[config.mk]
export PLATFORM = sky130hd
export DESIGN_NAME = input_conditioner_flat
export DESIGN_NICKNAME = d
export VERILOG_FILES = /design/src/rtl/lighting_pkg.sv /design/src/rtl/input_conditioner_if.sv /design/src/rtl/input_conditioner_debounce_filter.sv /design/src/rtl/input_conditioner.sv /design/src/flat_wrapper.sv
export SDC_FILE = /design/constraint.sdc
export NUM_CORES = 1
export LEC_CHECK = 0
export ABC_AREA = 0
export BUFFER_PORTS_ARGS = -buffer_cell sky130_fd_sc_hd__buf_2
export CORE_MARGIN = 2
export CORE_UTILIZATION = 30
export CTS_BUF_LIST = sky130_fd_sc_hd__clkbuf_8
export DETAILED_ROUTE_END_ITERATION = 8
export GPL_TIMING_DRIVEN = 0
export PLACE_DENSITY = 0.5
export SYNTH_ARGS = -nofsm -noshare
export SYNTH_HDL_FRONTEND = slang
export SYNTH_SLANG_ARGS = --single-unit
[constraint.sdc]
create_clock -name clk -period 2 [get_ports clk]
set_input_delay 0.1 -clock clk [delete_from_list [all_inputs] [get_ports clk]]
set_output_delay 0.1 -clock clk [all_outputs]
set_load 0.01 [all_outputs]
[src/rtl/lighting_pkg.sv]
// Shared constants for the lighting controller input path.
// The lighting top level uses the same defaults.
package lighting_pkg;

    localparam int unsigned DEBOUNCE_CYCLES_DEF   = 16;
    localparam int unsigned PIR_FILTER_CYCLES_DEF = 4;
    localparam int unsigned LONG_PRESS_CYCLES_DEF = 1000;

    // Bits needed for a counter that can hold the value n.
    function automatic int unsigned cnt_width(input int unsigned n);
        return $clog2(n + 1);
    endfunction

endpackage

[src/rtl/input_conditioner_if.sv]
// Raw pins in, conditioned levels and event pulses out.
// The slave side is the conditioner; the master side is whoever drives the pins.
interface input_conditioner_if;

    logic push_button;
    logic infravermelho;
    logic btn_level;
    logic btn_press;
    logic btn_long;
    logic motion;
    logic motion_rise;

    modport master (
        output push_button,
        output infravermelho,
        input  btn_level,
        input  btn_press,
        input  btn_long,
        input  motion,
        input  motion_rise
    );

    modport slave (
        input  push_button,
        input  infravermelho,
        output btn_level,
        output btn_press,
        output btn_long,
        output motion,
        output motion_rise
    );

endinterface

[src/rtl/input_conditioner_debounce_filter.sv]
// Two-flop synchroniser plus consecutive-disagreement filter for one raw pin.
// The level toggles only after N back-to-back samples that differ from it.
module debounce_filter
    import lighting_pkg::*;
#(
    parameter int unsigned N = 1
) (
    input  logic clk,
    input  logic rst,
    input  logic raw,
    output logic level,
    output logic rise
);

    localparam int unsigned CW = cnt_width(N);

    logic          s1;
    logic          s2;
    logic [CW-1:0] cnt;

    always_ff @(posedge clk) begin
        if (rst) begin
            s1    <= 1'b0;
            s2    <= 1'b0;
            level <= 1'b0;
            cnt   <= '0;
            rise  <= 1'b0;
        end else begin
            s1   <= raw;
            s2   <= s1;
            rise <= 1'b0;
            if (s2 != level) begin
                // Reaching N on this edge means the incremented count hits N.
                if (cnt == CW'(N - 1)) begin
                    level <= ~level;
                    cnt   <= '0;
                    rise  <= ~level;
                end else begin
                    cnt <= cnt + CW'(1);
                end
            end else begin
                cnt <= '0;
            end
        end
    end

endmodule

[src/rtl/input_conditioner.sv]
// Conditions the push button and PIR pins into clean levels and event pulses.
// Also detects a long button press, firing once per press.
module input_conditioner
    import lighting_pkg::*;
#(
    parameter int unsigned DEBOUNCE_CYCLES   = DEBOUNCE_CYCLES_DEF,
    parameter int unsigned PIR_FILTER_CYCLES = PIR_FILTER_CYCLES_DEF,
    parameter int unsigned LONG_PRESS_CYCLES = LONG_PRESS_CYCLES_DEF
) (
    input  logic                  clk,
    input  logic                  rst,
    input_conditioner_if.slave    bus
);

    localparam int unsigned HW = cnt_width(LONG_PRESS_CYCLES);

    logic          btn_level;
    logic          btn_press;
    logic          motion;
    logic          motion_rise;
    logic          btn_long;
    logic [HW-1:0] hold;

    debounce_filter #(.N(DEBOUNCE_CYCLES)) u_btn_filter (
        .clk   (clk),
        .rst   (rst),
        .raw   (bus.push_button),
        .level (btn_level),
        .rise  (btn_press)
    );

    debounce_filter #(.N(PIR_FILTER_CYCLES)) u_pir_filter (
        .clk   (clk),
        .rst   (rst),
        .raw   (bus.infravermelho),
        .level (motion),
        .rise  (motion_rise)
    );

    // Hold counter saturates at the threshold so the pulse cannot re-fire
    // until the level drops and clears it.
    always_ff @(posedge clk) begin
        if (rst) begin
            hold     <= '0;
            btn_long <= 1'b0;
        end else begin
            btn_long <= 1'b0;
            if (btn_level) begin
                if (hold != HW'(LONG_PRESS_CYCLES)) begin
                    hold <= hold + HW'(1);
                    if (hold == HW'(LONG_PRESS_CYCLES - 1)) begin
                        btn_long <= 1'b1;
                    end
                end
            end else begin
                hold <= '0;
            end
        end
    end

    assign bus.btn_level   = btn_level;
    assign bus.btn_press   = btn_press;
    assign bus.btn_long    = btn_long;
    assign bus.motion      = motion;
    assign bus.motion_rise = motion_rise;

endmodule
[src/flat_wrapper.sv]
// flat-port wrapper written by rule: the top's interface ports become plain ports
module input_conditioner_flat import lighting_pkg::*;
#(
    parameter int unsigned DEBOUNCE_CYCLES   = DEBOUNCE_CYCLES_DEF,
    parameter int unsigned PIR_FILTER_CYCLES = PIR_FILTER_CYCLES_DEF,
    parameter int unsigned LONG_PRESS_CYCLES = LONG_PRESS_CYCLES_DEF
)
  (clk, rst, bus_push_button, bus_infravermelho, bus_btn_level, bus_btn_press, bus_btn_long, bus_motion, bus_motion_rise);
  input_conditioner_if bus_i ();
  input  logic clk;
  input  logic rst;
  input wire logic [$bits(bus_i.push_button)-1:0] bus_push_button;
  input wire logic [$bits(bus_i.infravermelho)-1:0] bus_infravermelho;
  output wire logic [$bits(bus_i.btn_level)-1:0] bus_btn_level;
  output wire logic [$bits(bus_i.btn_press)-1:0] bus_btn_press;
  output wire logic [$bits(bus_i.btn_long)-1:0] bus_btn_long;
  output wire logic [$bits(bus_i.motion)-1:0] bus_motion;
  output wire logic [$bits(bus_i.motion_rise)-1:0] bus_motion_rise;
  assign bus_i.push_button = bus_push_button;
  assign bus_i.infravermelho = bus_infravermelho;
  assign bus_btn_level = bus_i.btn_level;
  assign bus_btn_press = bus_i.btn_press;
  assign bus_btn_long = bus_i.btn_long;
  assign bus_motion = bus_i.motion;
  assign bus_motion_rise = bus_i.motion_rise;
  input_conditioner #(.DEBOUNCE_CYCLES(DEBOUNCE_CYCLES), .PIR_FILTER_CYCLES(PIR_FILTER_CYCLES), .LONG_PRESS_CYCLES(LONG_PRESS_CYCLES)) u_core (.clk(clk), .rst(rst), .bus(bus_i));
endmodule
==> summary.md, run 1 <==
| Metric | Value |
|---|---|
| HP Class | `in2reg` |
| Die ar. | `approximately 0.0041 sq mm` |
| Layout fillers | `379` |
| Die Y | `64.2 um` |
| Reg2reg start | `u_core.u_btn_filter.cnt[0]` |
| Post-synth EDFFs | `0` |
| Worst-Margin Slew | `0.384 ns` |
| Post-CTS Hold Buffers | `0` |
| Count leader, synth | `dfxtp_1` |
| Synthesized area | `around 0.0011 sq mm` |
| CP Capture Type | `register` |
| Critical Path RT | `~2.2 ns` |
| Status | `completed` |
| DR pass1 iterations | `6` |
| Multi-input logic area | `513 sq um` |
| CTS tree | `yes` |
| Top sig layer | `met4` |
| Worst hold margin | `~0.025 ns` |
| Clk slew on worst S/H paths | `0.09 ns` |
| Post-CTS resize count | `0` |
| Tmin final | `roughly 1.6 ns` |
| Final Skew | `0.00130 ns` |
| # H-tree levels | `1` |
| Core Rows | `21` |
| Seq/Total Area, Yosys | `0.497` |
| Synth Register Bits | `27` |
| Largest net degree at the start of global routing | `17` |
| Setup TNS Final | `0 ns` |
| Post-Layout Cell Count | `169` |
| Die X | `between 60 and 70 um` |
| Total CTS buffers | `3` |
| Pre-CTS setup slack | `0.404 ns` |
| Clock tree buffer depth | `2` |
| Via count | `790` |
| Diodes inserted | `0` |
| Hold Path Origin | `bus_infravermelho` |
| Final global-route overflow total | `0` |
| Leakage power | `0.000417 uW` |
| Setup crit start kind | `register` |
| Vias per cell | `4.67` |
| Synthesis warning total | `0` |
| GPL Wtd Cong | `0.714` |
| Cells after Synth | `between 100 and 150` |
| Placed cell count | `around 170` |
| Post-DR wirelength/cell | `10.0 um` |
| Final hold viol count | `0` |
| Final setup vio count | `0` |
| Global-route wire length before repair | `3040 um` |
| Detailed placement HPWL | `1240 um` |
| Port buffer count | `8` |
| Max-slew violation count | `0` |
| Mean Syn Cell Area | `~10 sq um` |
| Final Power | `874 uW` |
| Initial drt markers | `12` |
| Crit Path Max Fanout | `5` |
| Initial antenna violation count | `0` |
| CTS Sinks | `27` |
| Maximum vdd drop | `0.343 mV` |
| Initial core utilization | `0.318` |
| Post-CTS Setup Inserts | `0` |
| Clock latency on the worst-skew pair | `0.27 ns` |
| Crit path kind | `reg2reg` |
| Post-synthesis async set-or-reset flop share | `0` |
| # Max-Cap Violations | `0` |
| Post-synth top cells | `27 x dfxtp_1, 12 x nor2_1, 7 x inv_1` |
| RSZ-0062 raised after global routing | `false` |
| Fraction of layout cells with a size suffix above 1 | `0.114` |
| Fin crit share | `0.803` |
| Syn Nets | `121` |
| GRT Overall Usage | `0.0957` |
| Crit. Startpoint | `u_core.u_btn_filter.cnt[0]` |
| Synth unique cells | `29` |
| Setup WS post-layout | `approximately 0.39 ns` |
| Core area | `0.00342 sq mm` |
| Synth-to-layout area growth | `13.5%` |
| DRC | `0` |
| Routed length on met2 | `~680 um` |
| PwrDens | `709 mW/mm^2` |
| Root Buffer | `clkbuf_8` |
| Vias in the first global route | `691` |
| Fmax | `623 MHz` |
| Slew margin rel. | `0.744` |
| I/O pin count | `9` |
| Post-DRT Antenna Nets | `0` |
| Synth top area share | `0.497` |
| Met1 WL | `roughly 920 um` |
| WL met3 | `between 50 and 60 um` |
| Sequential cell area | `541 sq um` |
| Most common flop cell mapped by yosys | `dfxtp_1` |
| Net count, final | `134` |
| Ranking of synthesized cells by area | `dfxtp_1 50%, ha_1 6.9%, nor2_1 4.1%` |
| Yosys top cell by area | `dfxtp_1` |
| Post-Route WL | `1700 um` |
| Critical Path AT | `1.82 ns` |
final timing paths:
check | end | slack (ns) | cells past startpoint
setup / recovery | u_core.u_btn_filter.cnt[2] | 0.39 | 5
hold / removal | u_core.u_pir_filter.s1 | 0.03 | 2
setup reg to reg | u_core.u_btn_filter.cnt[2] | 0.39 | 5
hold reg to reg | u_core.u_pir_filter.cnt[0] | 0.43 | 1
placed cells by master (no fill, tap or decap), drive strengths merged, types with 2 or more instances in the layout:
| master | count |
|---|---|
| o31a | 2 |
| xnor2 | 3 |
| o21ai | 2 |
| nor2 | 12 |
| o31ai | 3 |
| nand4 | 2 |
| xor2 | 3 |
| a21oi | 5 |
| nand2 | 2 |
| nand4b | 2 |
| nor2b | 5 |
| nor4 | 2 |
| nor3 | 3 |
| dfxtp | 27 |
| or4 | 2 |
| clkbuf | 5 |
| or3 | 4 |
| mux2i | 2 |
| nand3 | 5 |
| ha | 6 |
| nor4bb | 2 |
| buf | 8 |
| inv | 7 |
| o21a | 3 |
metrics by stage:
stage,cell area [sq um],util
global route,1230,0.361
floorplan,1090,-
CTS,1230,0.361
global placement,1180,0.347
finish,1230,0.361
detailed placement,1180,0.347
cell type report:
| type | instances | area share |
|---|---|---|
| buffer | 2 | 0.00609 |
| clock buffer | 3 | 0.0335 |
| clock inverter | 1 | 0.00609 |
| inverter | 7 | 0.0213 |
| multi-input combinational | 75 | 0.416 |
| sequential | 27 | 0.438 |
| tap | 46 | 0.0467 |
| timing repair buffer | 8 | 0.0325 |
critical path, stage by stage, from the launching register on:
cell and delay (ns):
dfxtp_1 0.33, ha_1 0.21, and3_1 0.20, ha_1 0.23, or3_1 0.46, nor2_1 0.12
flip-flops by register name, summed over array words and instances, names as in the netlist:
name	flops
u_core.u_pir_filter.cnt	3
u_core.u_btn_filter.cnt	5
u_core.bus.btn_long	1
u_core.u_pir_filter.level	1
u_core.hold	10
u_core.u_btn_filter.rise	1
u_core.u_pir_filter.rise	1
u_core.u_btn_filter.s1	1
u_core.u_pir_filter.s2	1
u_core.u_pir_filter.s1	1
u_core.u_btn_filter.level	1
u_core.u_btn_filter.s2	1
report_power, final:
group | internal [uW] | total [uW] | leakage (uW) | switching [uW]
Clock | 141 | 316 | 0.0000217 | 175
Combinational | 7.21 | 13.4 | 0.000177 | 6.19
Sequential | 542 | 545 | 0.000218 | 2.51
metal layers:
metal	GRT usage	vias to the layer above
li1	-	413
met1	0.134	363
met2	0.133	9
met3	0.0211	5
met4	0.0559	0
met5	0	-
kinds of logic after synthesis:
family                   Yosys count  synth area share
adder cells (fa/ha/maj)            6            0.0690
multiplexers                       2            0.0184
flip-flops                        27             0.497
buffers and inverters              9            0.0311
AO/OA/AOI/OAI                     15            0.0898
XOR/XNOR                           6            0.0483
AND/OR/NAND/NOR                   46             0.246
Note: power is estimated with default switching activity, not from simulation.
==> run 2: changes to the inputs <==
==> constraint.sdc (replaced) <==
create_clock -name clk -period 1.6 [get_ports clk]
set_input_delay 0.08 -clock clk [delete_from_list [all_inputs] [get_ports clk]]
set_output_delay 0.08 -clock clk [all_outputs]
set_load 0.01 [all_outputs]
==> run 2 against run 1 <==
  * Cell count up 0.59%
  * Critical endpoint unchanged
  * Register-to-register slack worse by 0.27 ns
  * Worst setup slack worse by 0.27 ns
  * Clock skew about the same
  * Critical path depth unchanged
  * Flip-flop and latch count did not move
  * Clock-buffer cell count unchanged
  * Die area is the same
  * Critical path type unchanged
  * Utilization rose by 0.59 points
  * Hold slack got worse by 0.020 ns
==> summary.md, run 2 (same netlist as run 1, synthesis figures left out) <==
| Metric | Value |
|---|---|
| Initial core utilization | `0.318 (unchanged)` |
| CP max stage delay | `0.36 ns (was 0.46 ns)` |
| I/O pin count | `9 (unchanged)` |
| Switch share | `0.212 (was 0.210)` |
| CP Capture Type | `register (unchanged)` |
| Via count | `795 (was 790)` |
| Largest net degree at the start of global routing | `17 (unchanged)` |
| Crit Path Max Fanout | `5 (unchanged)` |
| Initial drt markers | `5 (was 12)` |
| Final setup vio count | `0 (unchanged)` |
| Total CTS buffers | `3 (unchanged)` |
| Max FFs per register | `10 (unchanged)` |
| Critical-path top delay cell | `or3_4 (was or3_1)` |
| HP Class | `in2reg (unchanged)` |
| RSZ-0062 raised after global routing | `false (unchanged)` |
| Net count, final | `135 (was 134)` |
| Leakage power | `0.000421 uW (was 0.000417 uW)` |
| Clock share of power | `0.362 (about the same)` |
| Initial antenna violation count | `0 (unchanged)` |
| # Max-Cap Violations | `0 (unchanged)` |
| Final global-route overflow total | `0 (unchanged)` |
| Clock tree buffer depth | `2 (unchanged)` |
| Die X | `64.2 um (unchanged)` |
| Largest regs | `u_core.hold (10), u_core.u_btn_filter.cnt (5), u_core.u_pir_filter.cnt (3) (unchanged)` |
| Port buffer count | `8 (unchanged)` |
| Most common cell after layout, fill and taps aside | `dfxtp_1 (unchanged)` |
| Clk slew on worst S/H paths | `0.09 ns (about the same)` |
| Setup TNS Final | `0 ns (unchanged)` |
| CTS Sinks | `27 (unchanged)` |
| Max-slew violation count | `0 (unchanged)` |
| Flop pwr share | `0.620 (was 0.623)` |
| DRC | `0 (unchanged)` |
| Die ar. | `0.00412 sq mm (unchanged)` |
| Post-DR wirelength/cell | `10.1 um (was 10.0 um)` |
| Cells on worst reg2reg path | `5 (unchanged)` |
| PwrDens | `876 mW/mm^2 (was 709 mW/mm^2)` |
| Largest reg by FF count | `u_core.hold (unchanged)` |
| Layout fillers | `378 (was 379)` |
| Status | `completed (unchanged)` |
| Post-Route WL | `1710 um (was 1700 um)` |
| Sequential cell area | `541 sq um (unchanged)` |
| Fraction of layout cells with a size suffix above 1 | `0.137 (was 0.114)` |
| GRT Overall Usage | `0.0957 (unchanged)` |
| Maximum vdd drop | `0.436 mV (was 0.343 mV)` |
| Switch Pwr | `232 uW (was 183 uW)` |
| Critical Path AT | `1.69 ns (was 1.82 ns)` |
| Synth-to-layout area growth | `15.3% (was 13.5%)` |
| Setup crit start kind | `register (unchanged)` |
| Multi-input logic area | `523 sq um (was 513 sq um)` |
| Placed Area | `0.00118 sq mm (unchanged)` |
| Combinational power share | `0.018 (was 0.015)` |
| Cell-internal power | `866 uW (was 691 uW)` |
| Clock latency on the worst-skew pair | `0.27 ns (about the same)` |
| CTS tree | `yes (unchanged)` |
| Post-layout util | `0.367 (was 0.361)` |
| Fmax | `679 MHz (was 623 MHz)` |
| Final hold viol count | `0 (unchanged)` |
| Fin area | `0.00125 sq mm (was 0.00123 sq mm)` |
| Detailed placement HPWL | `1240 um (unchanged)` |
| Slew margin rel. | `0.741 (was 0.744)` |
| Post-DRT Antenna Nets | `0 (unchanged)` |
| Critical path cell sequence | `ha_1 -> and3_1 -> ha_2 -> or3_4 -> nor2_2 (was ha_1 -> and3_1 -> ha_1 -> or3_1 -> nor2_1)` |
| Core area | `0.00342 sq mm (unchanged)` |
| Critical Path RT | `1.82 ns (was 2.22 ns)` |
| Diodes inserted | `0 (unchanged)` |
| Vias in the first global route | `695 (was 691)` |
| Vias per cell | `4.68 (was 4.67)` |
| Final Skew | `0.00132 ns (was 0.00130 ns)` |
| GPL Wtd Cong | `0.714 (unchanged)` |
| Hold path depth | `2 (unchanged)` |
| Global-route wire length before repair | `3050 um (was 3040 um)` |
| Tmin final | `1.47 ns (was 1.61 ns)` |
| Final Power | `1100 uW (was 874 uW)` |
| Root Buffer | `clkbuf_8 (unchanged)` |
| Die Y | `64.2 um (unchanged)` |
| Core Rows | `21 (unchanged)` |
| Most frequent cells in the layout | `27 x dfxtp_1, 11 x nor2_1, 8 x buf_2 (was 27 x dfxtp_1, 12 x nor2_1, 8 x buf_2)` |
| DR pass1 iterations | `4 (was 6)` |
| Crit path kind | `reg2reg (unchanged)` |
| # H-tree levels | `1 (unchanged)` |
| Worst-Margin Slew | `0.389 ns (was 0.384 ns)` |
| Fin crit share | `0.921 (was 0.803)` |
-- run 2: cell count changes in the layout (fill, tap and decap cells not counted) --
cell and change:
ha_2 +1, or3_4 +1, nor2_1 -1, nor2_2 +1, or3_1 -1, ha_1 -1, dlygate4sd3_1 +1
-- run 2: path summary, 6_finish.rpt --
path	start	endpoint	slack, ns
setup / recovery	u_core.u_btn_filter.cnt[0]	u_core.u_btn_filter.cnt[2]	0.13
setup reg to reg	u_core.u_btn_filter.cnt[0]	u_core.u_btn_filter.cnt[2]	0.13
hold / removal	bus_push_button	u_core.u_btn_filter.s1	0.006
hold reg to reg	u_core.u_pir_filter.cnt[0]	u_core.u_pir_filter.cnt[0]	0.43
-- run 2: layer usage --
layer  share of wire  track usage  vias to the layer above
met3           0.028       0.0211                        5
met4           0.025       0.0559                        0
met2            0.41        0.134                        9
met1            0.54        0.133                      369
met5               0            0                        -
li1                -            -                      412
-- run 2: stage by stage --
step,hold WS [ns],cells,setup slack (ns)
after CTS,0.000125,170,0.0243
after detailed placement,0.296,165,0.00374
after floorplan,0.208,111,0.106
after global placement,0.300,165,0.0401
final,0.00554,170,0.127
after global routing,0.0191,170,0.0531
-- run 2: timing repair --
action / 4_1_cts / 5_1_grt
resized for setup: 1 / 2
hold endpoints to repair: 1 / 0
endpoints found under the setup margin: 5 / 5
buffers inserted: 0 / 0
hold buffers: 1 / 0
pin swaps: 0 / 1
-- run 2: power groups by stage --
stage / Sequential, uW / Combinational [uW] / Clock (uW)
2_1_floorplan: 696 / 11.4 / 0
3_3_place_gp: 696 / 16.6 / 0
3_5_place_dp: 696 / 17.3 / 0
4_1_cts: 681 / 19.7 / 416
5_1_grt: 682 / 22.3 / 456
6_report: 681 / 19.4 / 398
-- run 2: layout make-up --
type | instances | area share
plain buffers | 2 | 0.00599
clock buffers | 3 | 0.0329
clock inverters | 1 | 0.00599
inverters | 7 | 0.0210
multi-input cells | 75 | 0.417
flip-flops and latches | 27 | 0.431
well taps | 46 | 0.0459
repair buffers | 9 | 0.0399
-- run 2: worst max-delay path, delay by kind of cell (launching register included) --
kind,cells,cell delay [ns]
and+or+nand+nor,3,0.67
adders and majority gates,2,0.41
DFF,1,0.33
==> run 3: changes to the inputs <==
--- a/config.mk
+++ b/config.mk
@@ -12,7 +12,9 @@
 export CTS_BUF_LIST = sky130_fd_sc_hd__clkbuf_8
 export DETAILED_ROUTE_END_ITERATION = 8
 export GPL_TIMING_DRIVEN = 0
+export HOLD_SLACK_MARGIN = 0.03
 export PLACE_DENSITY = 0.5
+export SETUP_SLACK_MARGIN = 0.3
 export SYNTH_ARGS = -nofsm -noshare
 export SYNTH_HDL_FRONTEND = slang
 export SYNTH_SLANG_ARGS = --single-unit
==> run 3 against run 2 <==
  * Via count increased by 3.1%
  * First-iteration DRC count unchanged
  * Largest power group unchanged
  * Critical path depth unchanged
  * Critical endpoint is now u_core.u_btn_filter.cnt[0]
  * Critical path type unchanged
==> summary.md, run 3 (same netlist as run 1, synthesis figures left out) <==
| Metric | Value |
|---|---|
| Switch Pwr | `211 uW (was 232 uW)` |
| Clk slew on worst S/H paths | `0.09 ns (about the same)` |
| Crit path kind | `reg2reg (unchanged)` |
| Via count | `820 (was 795)` |
| Critical-path top delay cell | `or3_4 (unchanged)` |
| Cell-internal power | `859 uW (was 866 uW)` |
| Setup crit start kind | `register (unchanged)` |
| Detailed placement HPWL | `1300 um (was 1240 um)` |
| RSZ-0062 raised after global routing | `true (was false)` |
| Fmax | `741 MHz (was 679 MHz)` |
| Critical Path AT | `1.56 ns (was 1.69 ns)` |
| Final hold viol count | `0 (unchanged)` |
| Initial antenna violation count | `0 (unchanged)` |
| Status | `completed (unchanged)` |
| CP Capture Type | `register (unchanged)` |
| Diodes inserted | `0 (unchanged)` |
| Buf/Inv on CP | `0 (unchanged)` |
| Critical Path RT | `1.81 ns (was 1.82 ns)` |
| Die ar. | `0.00412 sq mm (unchanged)` |
| I/O pin count | `9 (unchanged)` |
| Combinational power share | `0.022 (was 0.018)` |
| Leakage power | `0.000479 uW (was 0.000421 uW)` |
| Post-layout util | `0.419 (was 0.367)` |
| Most frequent CP cell | `ha_4` |
| Clock share of power | `0.348 (was 0.362)` |
| GRT Overall Usage | `0.101 (was 0.0957)` |
| Critical path cell sequence | `ha_4 -> and3_4 -> ha_4 -> or3_4 -> nor2_1 (was ha_1 -> and3_1 -> ha_2 -> or3_4 -> nor2_2)` |
| Fraction of layout cells with a size suffix above 1 | `0.323 (was 0.137)` |
| Vias in the first global route | `744 (was 695)` |
| # H-tree levels | `1 (unchanged)` |
| Maximum vdd drop | `0.493 mV (was 0.436 mV)` |
| Crit Path Max Fanout | `5 (unchanged)` |
| Max FFs per register | `10 (unchanged)` |
| Die Y | `64.2 um (unchanged)` |
| Initial core utilization | `0.318 (unchanged)` |
| # Max-Cap Violations | `0 (unchanged)` |
| Root Buffer | `clkbuf_8 (unchanged)` |
| Initial drt markers | `5 (unchanged)` |
| Clock tree buffer depth | `2 (unchanged)` |
| Switch share | `0.197 (was 0.212)` |
| Clock latency on the worst-skew pair | `0.27 ns (about the same)` |
| Flop pwr share | `0.630 (was 0.620)` |
| Post-DRT Antenna Nets | `0 (unchanged)` |
| Largest regs | `u_core.hold (10), u_core.u_btn_filter.cnt (5), u_core.u_pir_filter.cnt (3) (unchanged)` |
| Most common cell after layout, fill and taps aside | `dfxtp_1 (unchanged)` |
| Slew margin rel. | `0.695 (was 0.741)` |
| CTS tree | `yes (unchanged)` |
| Worst-Margin Slew | `0.457 ns (was 0.389 ns)` |
| Die X | `64.2 um (unchanged)` |
| Final setup vio count | `0 (unchanged)` |
| Setup TNS Final | `0 ns (unchanged)` |
| Core Rows | `21 (unchanged)` |
| Most frequent cells in the layout | `19 x dfxtp_1, 12 x nor2_1, 8 x buf_2 (was 27 x dfxtp_1, 11 x nor2_1, 8 x buf_2)` |
| Final Skew | `0.00399 ns (was 0.00132 ns)` |
| Final global-route overflow total | `0 (unchanged)` |
| Layout fillers | `350 (was 378)` |
| PwrDens | `748 mW/mm^2 (was 876 mW/mm^2)` |
| Post-DR wirelength/cell | `11.1 um (was 10.1 um)` |
| Fin crit share | `0.843 (was 0.921)` |
| GPL Wtd Cong | `0.718 (was 0.714)` |
| Largest reg by FF count | `u_core.hold (unchanged)` |
| Net count, final | `141 (was 135)` |
| Port buffer count | `8 (unchanged)` |
| Largest net degree at the start of global routing | `16 (was 17)` |
| Core area | `0.00342 sq mm (unchanged)` |
| Post-Route WL | `1950 um (was 1710 um)` |
| Vias per cell | `4.66 (was 4.68)` |
| CP max stage delay | `0.36 ns (about the same)` |
| Synth-to-layout area growth | `31.6% (was 15.3%)` |
| Cell family with most CP delay | `simple AND/OR/NAND/NOR gates (unchanged)` |
| CTS Sinks | `27 (unchanged)` |
| Global-route wire length before repair | `3190 um (was 3050 um)` |
| HP Class | `in2reg (unchanged)` |
| Max-slew violation count | `0 (unchanged)` |
| Tmin final | `1.35 ns (was 1.47 ns)` |
| DR pass1 iterations | `3 (was 4)` |
| DRC | `0 (unchanged)` |
| Total CTS buffers | `3 (unchanged)` |
## run 3: worst min-delay path: cells and delay by family
family | cells | cell delay, ns
AOI/OAI and AO/OA | 1 | 0.10
and+or+nand+nor | 1 | 0.07
buffers and inverters | 1 | 0.10
## run 3: layout make-up
class / count / area [sq um] / area share
Tap cell: 46 / 57.6 / 0.0402
Timing Repair Buffer: 15 / 110 / 0.0769
Buffer: 2 / 7.51 / 0.00524
Inverter: 7 / 26.3 / 0.0184
Clock inverter: 1 / 5.00 / 0.00350
Multi-Input combinational cell: 75 / 623 / 0.435
Sequential cell: 27 / 561 / 0.392
Clock buffer: 3 / 41.3 / 0.0288
## run 3: power groups by stage
stage	registers (uW)	logic, uW	clock network (uW)
after floorplan	696	12.4	0
after global placement	697	17.9	0
after detailed placement	697	18.7	0
after CTS	681	24.2	396
after global routing	675	27.0	426
final	674	23.7	373
## run 3: final timing paths
path                                                  from                    endpoint  slack [ns]  cells after the start
worst max-delay path            u_core.u_btn_filter.cnt[1]  u_core.u_btn_filter.cnt[0]        0.25                      5
worst min-delay path                                   rst              u_core.hold[1]        0.11                      3
worst max register to register  u_core.u_btn_filter.cnt[1]  u_core.u_btn_filter.cnt[0]        0.25                      5
worst min register to register  u_core.u_pir_filter.cnt[0]  u_core.u_pir_filter.cnt[0]        0.42                      1
## run 3: metrics by stage
step / instances / setup WS [ns] / power (uW) / hold WS, ns / instance area [sq um]
floorplan: 111 / 0.304 / 709 / 0.208 / 1120
global placement: 165 / 0.250 / 715 / 0.295 / 1220
detailed placement: 165 / 0.208 / 716 / 0.296 / 1220
CTS: 174 / 0.245 / 1100 / 0.0945 / 1340
global route: 176 / 0.200 / 1130 / 0.115 / 1430
finish: 176 / 0.251 / 1070 / 0.105 / 1430
## run 3: what timing repair did
| action | 4_1_cts | 5_1_grt |
|---|---|---|
| endpoints found under the setup margin | 12 | 16 |
| hold buffers | 2 | 0 |
| setup buffers | 3 | 2 |
| hold endpoints to repair | 2 | 0 |
| gates resized for setup | 9 | 17 |
| pin swaps | 2 | 7 |
## run 3: routing by layer
layer | part of all wire | global-route usage | routed length, um | vias to the layer above
met3 | 0.033 | 0.0423 | 65 | 2
li1 | - | - | - | 427
met2 | 0.49 | 0.171 | 945 | 8
met1 | 0.47 | 0.111 | 911 | 383
met4 | 0.012 | 0.0399 | 24 | 0
met5 | 0 | 0 | 0 | -
